<file path="src/rtl/oled_ctrl_pkg.sv">
// -----------------------------------------------------------------------------
// oled_ctrl_pkg
// Shared types and constants for the SSD1306-class OLED power/command
// controller: top-level state encoding, byte-sender sub-phase encoding,
// panel command bytes and the layout of the init/power-down command ROM.
// -----------------------------------------------------------------------------
package oled_ctrl_pkg;

    typedef enum logic [3:0] {
        ST_OFF,
        ST_PU_VDD,
        ST_PU_SEND,
        ST_PU_RES_LO,
        ST_PU_RES_HI,
        ST_PU_VBAT,
        ST_READY,
        ST_XFER,
        ST_PD_SEND,
        ST_PD_VBAT
    } oled_state_e;

    // Handshake phases of one byte towards spi_host.
    typedef enum logic [1:0] {
        SND_WAIT_RDY,
        SND_WAIT_CS_LO,
        SND_WAIT_CS_HI,
        SND_WAIT_DONE
    } snd_phase_e;

    localparam logic [7:0] CMD_DISP_OFF      = 8'hAE;
    localparam logic [7:0] CMD_CHARGE_PUMP   = 8'h8D;
    localparam logic [7:0] CMD_PUMP_ENABLE   = 8'h14;
    localparam logic [7:0] CMD_PRECHARGE     = 8'hD9;
    localparam logic [7:0] CMD_PRECHARGE_VAL = 8'hF1;
    localparam logic [7:0] CMD_CONTRAST      = 8'h81;
    localparam logic [7:0] CMD_CONTRAST_VAL  = 8'h0F;
    localparam logic [7:0] CMD_SEG_REMAP     = 8'hA1;
    localparam logic [7:0] CMD_COM_SCAN_DEC  = 8'hC8;
    localparam logic [7:0] CMD_COM_PINS      = 8'hDA;
    localparam logic [7:0] CMD_COM_PINS_VAL  = 8'h20;
    localparam logic [7:0] CMD_DISP_ON       = 8'hAF;

    // Command ROM layout: three power-up groups followed by the power-down byte.
    localparam int STEP_W   = 4;
    localparam int GRP0_LEN = 1;   // display off before reset pulse
    localparam int GRP1_LEN = 4;   // charge pump + precharge before VBAT
    localparam int GRP2_LEN = 7;   // panel setup + display on after VBAT

    localparam logic [STEP_W-1:0] STEP_GRP0_END = STEP_W'(GRP0_LEN - 1);
    localparam logic [STEP_W-1:0] STEP_GRP1_END = STEP_W'(GRP0_LEN + GRP1_LEN - 1);
    localparam logic [STEP_W-1:0] STEP_GRP2_END = STEP_W'(GRP0_LEN + GRP1_LEN + GRP2_LEN - 1);
    localparam logic [STEP_W-1:0] STEP_PD       = STEP_W'(GRP0_LEN + GRP1_LEN + GRP2_LEN);

endpackage

</file>
<file path="src/rtl/oled_cmd_rom.sv">
// -----------------------------------------------------------------------------
// oled_cmd_rom
// Combinational lookup of the panel command sequence.
//   step_i : index into the sequence (power-up groups, then power-down byte)
//   byte_o : command byte to send for this step
//   last_o : high when this step is the final byte of its group
// -----------------------------------------------------------------------------
module oled_cmd_rom
    import oled_ctrl_pkg::*;
(
    input  logic [STEP_W-1:0] step_i,
    output logic [7:0]        byte_o,
    output logic              last_o
);

    always_comb begin
        byte_o = CMD_DISP_OFF;
        last_o = 1'b1;
        case (step_i)
            4'd0:    begin byte_o = CMD_DISP_OFF;      last_o = 1'b1; end
            4'd1:    begin byte_o = CMD_CHARGE_PUMP;   last_o = 1'b0; end
            4'd2:    begin byte_o = CMD_PUMP_ENABLE;   last_o = 1'b0; end
            4'd3:    begin byte_o = CMD_PRECHARGE;     last_o = 1'b0; end
            4'd4:    begin byte_o = CMD_PRECHARGE_VAL; last_o = 1'b1; end
            4'd5:    begin byte_o = CMD_CONTRAST;      last_o = 1'b0; end
            4'd6:    begin byte_o = CMD_CONTRAST_VAL;  last_o = 1'b0; end
            4'd7:    begin byte_o = CMD_SEG_REMAP;     last_o = 1'b0; end
            4'd8:    begin byte_o = CMD_COM_SCAN_DEC;  last_o = 1'b0; end
            4'd9:    begin byte_o = CMD_COM_PINS;      last_o = 1'b0; end
            4'd10:   begin byte_o = CMD_COM_PINS_VAL;  last_o = 1'b0; end
            4'd11:   begin byte_o = CMD_DISP_ON;       last_o = 1'b1; end
            4'd12:   begin byte_o = CMD_DISP_OFF;      last_o = 1'b1; end
            default: begin byte_o = CMD_DISP_OFF;      last_o = 1'b1; end
        endcase
    end

endmodule

</file>
<file path="src/rtl/oled_ctrl.sv">
// -----------------------------------------------------------------------------
// oled_ctrl
// Power sequencing and command controller for an SSD1306-class OLED panel.
// Runs VDD -> reset pulse -> charge pump -> VBAT -> panel setup on power-up,
// then arbitrates spi_host between a user byte-write port and the
// display-off / VBAT-off / VDD-off power-down sequence.
//
// Ports
//   clk_i, rst_i               clock, asynchronous active-high reset
//   pwr_on_req_i               start power-up (honoured only in OFF)
//   pwr_off_req_i              start power-down (honoured only in READY)
//   wr_valid_i/wr_data_i/wr_dc_i, wr_ready_o   user byte handshake
//   init_done_o, busy_o        status
//   spi_start_o, spi_data_o    byte request to spi_host
//   spi_ready_i, spi_ncs_i     spi_host ready and chip-select monitor
//   dc_o, res_n_o, vdd_n_o, vbat_n_o   panel pins
// -----------------------------------------------------------------------------
module oled_ctrl
    import oled_ctrl_pkg::*;
#(
    parameter int DLY_1MS_CYCLES = 100000,
    parameter int VBAT_DLY_MS    = 100,
    parameter int RES_DLY_MS     = 1
) (
    input  logic       clk_i,
    input  logic       rst_i,
    input  logic       pwr_on_req_i,
    input  logic       pwr_off_req_i,
    input  logic       wr_valid_i,
    input  logic [7:0] wr_data_i,
    input  logic       wr_dc_i,
    output logic       wr_ready_o,
    output logic       init_done_o,
    output logic       busy_o,
    output logic       spi_start_o,
    output logic [7:0] spi_data_o,
    input  logic       spi_ready_i,
    input  logic       spi_ncs_i,
    output logic       dc_o,
    output logic       res_n_o,
    output logic       vdd_n_o,
    output logic       vbat_n_o
);

    localparam logic [31:0] CYC_LAST = 32'(DLY_1MS_CYCLES - 1);

    oled_state_e       state_q;
    snd_phase_e        snd_q;
    logic [STEP_W-1:0] step_q;
    logic              vdd_n_q, vbat_n_q, res_n_q, dc_q, start_q;
    logic [7:0]        data_q;

    logic [31:0]       cyc_q, cyc_d, ms_q, ms_d;
    logic [31:0]       dly_ms_last;
    logic              in_dly, dly_done;

    logic [7:0]        rom_byte;
    logic              rom_last;

    oled_cmd_rom u_rom (
        .step_i (step_q),
        .byte_o (rom_byte),
        .last_o (rom_last)
    );

    // Delay length for the current wait state; counters idle at zero elsewhere,
    // so every wait starts from a clean count on entry.
    always_comb begin
        in_dly      = 1'b1;
        dly_ms_last = '0;
        case (state_q)
            ST_PU_VDD:                 dly_ms_last = 32'd0;
            ST_PU_RES_LO, ST_PU_RES_HI: dly_ms_last = 32'(RES_DLY_MS - 1);
            ST_PU_VBAT, ST_PD_VBAT:    dly_ms_last = 32'(VBAT_DLY_MS - 1);
            default:                   in_dly = 1'b0;
        endcase
    end

    assign dly_done = in_dly && (cyc_q == CYC_LAST) && (ms_q == dly_ms_last);

    always_comb begin
        cyc_d = cyc_q;
        ms_d  = ms_q;
        if (!in_dly || dly_done) begin
            cyc_d = '0;
            ms_d  = '0;
        end else if (cyc_q == CYC_LAST) begin
            cyc_d = '0;
            ms_d  = ms_q + 32'd1;
        end else begin
            cyc_d = cyc_q + 32'd1;
        end
    end

    always_ff @(posedge clk_i or posedge rst_i) begin
        if (rst_i) begin
            cyc_q <= '0;
            ms_q  <= '0;
        end else begin
            cyc_q <= cyc_d;
            ms_q  <= ms_d;
        end
    end

    always_ff @(posedge clk_i or posedge rst_i) begin
        if (rst_i) begin
            state_q  <= ST_OFF;
            snd_q    <= SND_WAIT_RDY;
            step_q   <= '0;
            vdd_n_q  <= 1'b1;
            vbat_n_q <= 1'b1;
            res_n_q  <= 1'b1;
            dc_q     <= 1'b0;
            start_q  <= 1'b0;
            data_q   <= '0;
        end else begin
            case (state_q)
                ST_OFF: begin
                    if (pwr_on_req_i) begin
                        state_q <= ST_PU_VDD;
                        vdd_n_q <= 1'b0;
                    end
                end

                ST_PU_VDD, ST_PU_RES_HI, ST_PU_VBAT: begin
                    if (dly_done) begin
                        state_q <= ST_PU_SEND;
                        snd_q   <= SND_WAIT_RDY;
                    end
                end

                ST_PU_RES_LO: begin
                    if (dly_done) begin
                        state_q <= ST_PU_RES_HI;
                        res_n_q <= 1'b1;
                    end
                end

                ST_PU_SEND, ST_PD_SEND, ST_XFER: begin
                    case (snd_q)
                        SND_WAIT_RDY: begin
                            // User bytes were latched into data_q on accept.
                            if (spi_ready_i) begin
                                start_q <= 1'b1;
                                if (state_q != ST_XFER) data_q <= rom_byte;
                                snd_q <= SND_WAIT_CS_LO;
                            end
                        end
                        SND_WAIT_CS_LO: if (!spi_ncs_i) snd_q <= SND_WAIT_CS_HI;
                        SND_WAIT_CS_HI: begin
                            if (spi_ncs_i) begin
                                start_q <= 1'b0;
                                snd_q   <= SND_WAIT_DONE;
                            end
                        end
                        SND_WAIT_DONE: begin
                            if (spi_ready_i) begin
                                snd_q <= SND_WAIT_RDY;
                                if (state_q == ST_XFER) begin
                                    state_q <= ST_READY;
                                end else if (!rom_last) begin
                                    step_q <= step_q + 1'b1;
                                end else if (state_q == ST_PD_SEND) begin
                                    state_q  <= ST_PD_VBAT;
                                    vbat_n_q <= 1'b1;
                                    step_q   <= '0;
                                end else if (step_q == STEP_GRP0_END) begin
                                    state_q <= ST_PU_RES_LO;
                                    res_n_q <= 1'b0;
                                    step_q  <= step_q + 1'b1;
                                end else if (step_q == STEP_GRP1_END) begin
                                    state_q  <= ST_PU_VBAT;
                                    vbat_n_q <= 1'b0;
                                    step_q   <= step_q + 1'b1;
                                end else begin
                                    state_q <= ST_READY;
                                    step_q  <= '0;
                                end
                            end
                        end
                        default: snd_q <= SND_WAIT_RDY;
                    endcase
                end

                ST_READY: begin
                    // Power-down wins over a user byte in the same cycle.
                    if (pwr_off_req_i) begin
                        state_q <= ST_PD_SEND;
                        snd_q   <= SND_WAIT_RDY;
                        step_q  <= STEP_PD;
                        dc_q    <= 1'b0;
                    end else if (wr_valid_i) begin
                        state_q <= ST_XFER;
                        snd_q   <= SND_WAIT_RDY;
                        data_q  <= wr_data_i;
                        dc_q    <= wr_dc_i;
                    end
                end

                ST_PD_VBAT: begin
                    if (dly_done) begin
                        state_q <= ST_OFF;
                        vdd_n_q <= 1'b1;
                    end
                end

                default: state_q <= ST_OFF;
            endcase
        end
    end

    assign wr_ready_o  = (state_q == ST_READY) && !pwr_off_req_i;
    assign init_done_o = (state_q == ST_READY) || (state_q == ST_XFER);
    assign busy_o      = (state_q != ST_OFF) && (state_q != ST_READY);
    assign spi_start_o = start_q;
    assign spi_data_o  = data_q;
    assign dc_o        = dc_q;
    assign res_n_o     = res_n_q;
    assign vdd_n_o     = vdd_n_q;
    assign vbat_n_o    = vbat_n_q;

endmodule

</file>
<file path="config.mk">
export PLATFORM = sky130hd
export DESIGN_NAME = oled_ctrl
export DESIGN_NICKNAME = d
export VERILOG_FILES = /design/src/rtl/oled_ctrl_pkg.sv /design/src/rtl/oled_cmd_rom.sv /design/src/rtl/oled_ctrl.sv
export SDC_FILE = /design/constraint.sdc
export NUM_CORES = 1
export LEC_CHECK = 0
export BUFFER_PORTS_ARGS = -buffer_cell sky130_fd_sc_hd__buf_2
export CAP_MARGIN = 20
export CORE_MARGIN = 3
export CORE_UTILIZATION = 58
export CTS_CLUSTER_SIZE = 12
export DETAILED_ROUTE_END_ITERATION = 7
export PLACE_DENSITY_LB_ADDON = 0.2
export SYNTH_ARGS = -nofsm -noshare
export SYNTH_HDL_FRONTEND = slang
export SYNTH_SLANG_ARGS = --single-unit
</file>
<file path="constraint.sdc">
create_clock -name clk_i -period 3.12 [get_ports clk_i]
set_input_delay 0.312 -clock clk_i [delete_from_list [all_inputs] [get_ports clk_i]]
set_output_delay 0.312 -clock clk_i [all_outputs]
set_load 0.02 [all_outputs]
</file>
* After elaboration in Yosys (flattened, before gate mapping)
Memories as Yosys holds them, arrays and structs flattened.
Cells that the tools add are included.
** Storage, ports and cells
- ROM bits :: 144
- Bits of input ports :: 16
- Memories :: 1
- Register bits after elaboration :: 87
** Memory list
- (no name shown) :: words 16, width 9, read ports 1, clocked after Yosys merged registers in 0, write ports 0, RTL line oled_cmd_rom.sv:19 : case (step_i)
** Cells by class
- Equal/unequal tests :: 41
- Reduce and logical (&&, ||, !) cells :: 33
- Multiplexer cells :: 62
- $add $sub $neg :: 3
- Bitwise gates (word level) :: 1
** Operators by type and width (count)
- two-way mux 32 bit :: 4
- two-way mux 4 bit :: 19
- adder 32 x 1 -> 32 bit, second input constant :: 2
- two-way mux 8 bit :: 5
- != test 2 bit, second input constant :: 17
- == test 32 x 17 -> 1 bit, second input constant :: 1
- == test 32 bit :: 1
- one-hot mux 4 bit (6 select lines) :: 1
- == test 4 x 3 -> 1 bit, second input constant :: 5
- != test 3 bit, second input constant :: 6
- two-way mux 1 bit :: 16
- two-way mux 2 bit :: 8
- one-hot mux 8 bit (2 select lines) :: 1
- AND reduction 8 bit :: 2
- AND reduction 7 bit :: 2
- nonzero test 2 bit :: 7
- == test 4 x 2 -> 1 bit, second input constant :: 2
- == test 4 bit, second input constant :: 2
- zero test 4 bit :: 2
- != test 4 x 3 -> 1 bit, second input constant :: 2
- one-hot mux 2 bit (4 select lines) :: 1
- one-hot mux 4 bit (2 select lines) :: 1
- two-way mux 7 bit :: 1
- one-hot mux 1 bit (2 select lines) :: 3
- 22 further kinds :: 29

* Longest topological paths before layout
- Depth in word-level cells :: 9
- Depth in mapped cells :: 9
- Mapped depth without buffers :: 9

* Hierarchy
From an unflattened synthesis, not the netlist that was laid out.
** Unflattened totals
- Cell total of the unflattened synthesis :: 579
- Area total of the unflattened synthesis :: 5176.2 um^2
** Modules (own cells, without submodules)
- oled_ctrl :: cells each 546, times used 1, area each 4941.0 um^2, seq. area each 2180.8 um^2
- oled_cmd_rom :: cells each 33, times used 1, area each 235.2 um^2, seq. area each 0.0 um^2

* Worst setup path before layout
Ideal clock, no wire load.
- Path type :: flip-flop to flip-flop
- From :: reg cyc_q[24]
- To :: reg state_q[1]
- Setup time :: 0.128 ns
- Setup slack :: 0.398 ns
- Buffers on the path :: 2
- Stages on the path, launching flop included :: 9
- Period minus slack after synthesis :: 2.722 ns
- Data arrival time :: 2.595 ns
- Data required time :: 2.992 ns
- Cells stage by stage :: dfrtp_1 or4_1 or4_1 buf_2 nor3_4 a21bo_1 buf_4 and2_4 mux2_1
** On the way
- Word-level cells in the longest chain between the ends :: 5
- Elaborated cells on any way between the ends :: 7
** RTL lines
- start: declaration :: RTL line oled_ctrl.sv:53 : logic [31:0] cyc_q, cyc_d, ms_q, ms_d;
- start signal: assignment :: RTL line oled_ctrl.sv:100 : cyc_q <= cyc_d;
- == test 32 x 17 -> 1 bit (*) :: RTL line oled_ctrl.sv:79 : assign dly_done = in_dly && (cyc_q == CYC_LAST) && (ms_q == dly_ms_last);
- logical AND 1 bit (*) (2 in series) :: RTL line oled_ctrl.sv:79
- != test 2 bit (no source line)
- AND reduction 8 bit (no source line) (*)
- end signal: assignment :: RTL line oled_ctrl.sv:107 : state_q <= ST_OFF;
- end signal: assignment :: RTL line oled_ctrl.sv:120 : state_q <= ST_PU_VDD;
- end signal: assignment :: RTL line oled_ctrl.sv:127 : state_q <= ST_PU_SEND;
- end: declaration :: RTL line oled_ctrl.sv:47 : oled_state_e state_q;
Mark *: on every way between the ends. The rest lies on a longest branch, timed or not.
A chain may end at the register's enable or synchronous reset.

* Final worst setup path
- From :: reg cyc_q[24]
- To :: reg ms_q[26]
** On the way
- Word-level cells in the longest chain between the ends :: 5
- Elaborated cells on any way between the ends :: 6
** RTL lines
- == test 32 x 17 -> 1 bit (*) :: RTL line oled_ctrl.sv:79, oled_ctrl.sv:87
- logical AND 1 bit (2 in series) :: RTL line oled_ctrl.sv:79
- logical OR 1 bit :: RTL line oled_ctrl.sv:84 : if (!in_dly || dly_done) begin
- two-way mux 32 bit / nonzero test 2 bit (equally long branches)
- end signal: assignment :: RTL line oled_ctrl.sv:101 : ms_q <= ms_d;
- end: declaration :: RTL line oled_ctrl.sv:53
Marked as above.

==> results.py <==
metrics = {
    "routing": {
        "vias": 4005,
        "drt.antenna.violating_nets": 0,
        "drt_iter0_drc": 229,
        "drc": 0,
        "wire_per_inst_um": 15.2,
        "routed_wl_mm": 10.6,
        "routed_via_density": 5.78,
        "first_pass_iters": 4,
    },
    "synthesis": {
        "netlist_area_um2": 4940,
        "synth_ff_type": "dfrtp_1",
        "yosys_warnings": 0,
        "syn_inst": 552,
        "synth_edf_count": 0,
        "ys_types": 54,
        "synth_nets": 581,
        "async_flop_share_pct": 100,
        "syn_avg_cell_area_um2": 8.95,
        "synth_seq_area_share_pct": 44.1,
        "ys_ff_latch": 87,
    },
    "global_routing": {
        "antenna_found_initial": 0,
        "grt_max_degree": 44,
        "grtUsageTotal_pct": 23.1,
        "grt_pass1_vias": 3973,
        "grt_overflow": 0,
        "grt_pass1_wl_mm": 18.6,
    },
    "power": {
        "total_power_uw": 3990,
        "p_leak_uw": 0.00237,
        "p_switching_uw": 1670,
        "internal-power_uw": 2320,
        "swShare_pct": 41.9,
        "irDropWorstVdd_v": 0.000523,
        "powerDensity_nw_per_um2": 734,
        "p_comb_share_pct": 44.5,
        "clkPwrFrac_pct": 20.0,
        "sequentialPowerShare_pct": 35.5,
    },
    "worst_hold_path": {
        "hp-class": "in2async",
    },
    "critical_path": {
        "critPathArrivalTime_ps": 3070,
        "r2r-start": "cyc_q[24]",
        "critPathRequiredTime_ps": 3350,
        "regToRegEndpoint": "ms_q[26]",
        "critical_path_class": "reg2reg",
        "r2r_slack_ps": 280,
        "setup.worst_path.end_class": "flop",
        "critPathLaunchType": "flop",
        "reg2reg_depth": 6,
        "crit_fanout": 10,
    },
    "flow_run": {
        "maxCapViolations": 0,
    },
    "layout": {
        "mostFrequentLayoutCell": "nor2_1",
        "layout_common_cells": "nor2_1, dfrtp_1, nand2_1, xor2_1, o21ai_0",
        "antenna_cells": 0,
        "syn_to_final_growth_pct": 10.0,
        "drive_gt1_share_pct": 12.1,
        "final_util_pct": 65.8,
        "fin_nets": 614,
    },
    "clocking": {
        "cts_tree": "yes",
        "cts_inserted_buffers": 9,
        "cts.clk_slew.worst_paths_ps": 90,
        "cts_sinks": 87,
        "clockBufferDepth": 2,
        "cts_hold_buf": 0,
        "clockRootBuffer": "clkbuf_8",
        "postCtsSetupBuffers": 0,
        "cts-resized-gates": 0,
        "clock_latency_ps": 350,
        "h-tree-depth": 3,
    },
    "sta": {
        "relSlewSlack_pct": 38.4,
        "finClkSkew_ps": 9.17,
        "fin_crit_ps": 2840,
        "period_share_pct": 91.0,
        "tightest_slew_ps": 918,
        "setup_tns_ps": 0,
        "hold_viol": 0,
        "slew_violations": 0,
        "timing.hold.ws_ps": 63.1,
        "finalSetupViolCount": 0,
        "rsz0062_at_grt": "no",
        "clock.fmax_mhz": 352,
        "layout_setup_ws_ps": 281,
    },
    "run_status": {
        "status": "completed",
    },
    "die": {
        "start_util_pct": 59.8,
        "die-area_um2": 9660,
        "die_h_um": 98.3,
        "rows": 33,
        "core_area_um2": 8260,
        "io_pins": 32,
        "die_w_um": 98.3,
    },
    "placement": {
        "post-place-ws_ps": 251,
        "gp_congestion": 0.859,
        "post-dp-hpwl_mm": 7.39,
        "portBuffers": 31,
    },
}
[worst max path at each step]
| stage | startpoint | end | slack [ps] | cells after the start |
|---|---|---|---|---|
| CTS | cyc_q[24] | ms_q[26] | 260 | 6 |
| global route | cyc_q[24] | ms_q[26] | 120 | 6 |
| finish | cyc_q[24] | ms_q[26] | 280 | 6 |
| detailed placement | cyc_q[24] | ms_q[26] | 250 | 6 |
| global placement | cyc_q[24] | ms_q[16] | 370 | 6 |
| floorplan | cyc_q[24] | state_q[1] | 400 | 8 |
[cells by family (layout without fill, tap and decap cells)]
family                     count (synthesis)  count (layout)  synth area share (%)
and+or+nand+nor                          271             271                  27.8
xor gates and xnor gates                  63              63                  11.2
adders and majority gates                 13              13                  3.29
muxes                                      8               8                  1.72
buffers and inverters                     37              73                  3.06
DFF                                       87              87                  44.1
AOI/OAI and AO/OA                         73              73                  8.79
[sequential cells by signal, summed over array words and instances (netlist names)]
signal and cells:
cyc_q 32, ms_q 32, spi_data_o 8, state_q 4, step_q 4, snd_q 2
dc_o 1, res_n_o 1, spi_start_o 1, vbat_n_o 1, vdd_n_o 1
[cell usage after synthesis (all sizes together) (2+ instances only)]
| master | instances | area, µm² |
|---|---|---|
| a211oi | 2 | 15.0 |
| a21oi | 8 | 40.0 |
| a22oi | 4 | 30.0 |
| a31oi | 3 | 18.8 |
| and2 | 5 | 33.8 |
| and3 | 10 | 62.6 |
| and4 | 3 | 26.3 |
| buf | 9 | 46.3 |
| clkbuf | 12 | 45.0 |
| dfrtp | 84 | 2100 |
| dfstp | 3 | 78.8 |
| ha | 13 | 163 |
| inv | 16 | 60.1 |
| mux2 | 4 | 45.0 |
| mux2i | 4 | 40.0 |
| nand2 | 51 | 191 |
| nand2b | 7 | 43.8 |
| nand3 | 29 | 145 |
| nand4 | 24 | 150 |
| nor2 | 93 | 349 |
| nor2b | 3 | 18.8 |
| nor3 | 11 | 66.3 |
| nor4 | 15 | 130 |
| nor4b | 3 | 32.5 |
| o211ai | 3 | 22.5 |
| o21a | 2 | 15.0 |
| o21ai | 41 | 205 |
| o22ai | 2 | 12.5 |
| or2 | 2 | 12.5 |
| or3 | 7 | 43.8 |
| or4 | 4 | 30.0 |
| or4b | 2 | 20.0 |
| xnor2 | 23 | 201 |
| xor2 | 40 | 350 |
[power groups by stage]
stage / clock network, µW / logic, µW / registers (µW)
6_report: 797 / 1780 / 1420
5_1_grt: 856 / 2010 / 1440
4_1_cts: 814 / 1780 / 1410
3_5_place_dp: 0 / 1770 / 1430
3_3_place_gp: 0 / 1740 / 1430
2_1_floorplan: 0 / 1290 / 1460
[layer usage]
layer	vias up	track usage (%)	routed length, µm
met2	73	38.2	5180
met4	0	6.20	96
li1	1985	-	-
met3	13	3.36	319
met5	-	0	0
met1	1934	32.0	4960
[worst max-delay path: stages, from the launching register on]
cell and delay [ps]:
dfrtp_1 420, or4_1 520, or4_1 740, nor4_4 620
nand4_1 200, xor2_1 180, nor2_1 60
[area by class of cell]
cell class	count	area (µm²)
well taps	105	131
fillers	695	2820
clock inverters	3	43.8
multi-input cells	428	2610
clock buffers	11	151
inverters	16	61.3
repair buffers	43	258
flip-flops and latches	87	2180
[through the flow]
| step | cell area [µm²] | instances |
|---|---|---|
| global route | 5440 | 693 |
| finish | 5440 | 693 |
| global placement | 5240 | 679 |
| detailed placement | 5240 | 679 |
| CTS | 5440 | 693 |
| floorplan | 4940 | 552 |
(Power assumes the default switching activity.)
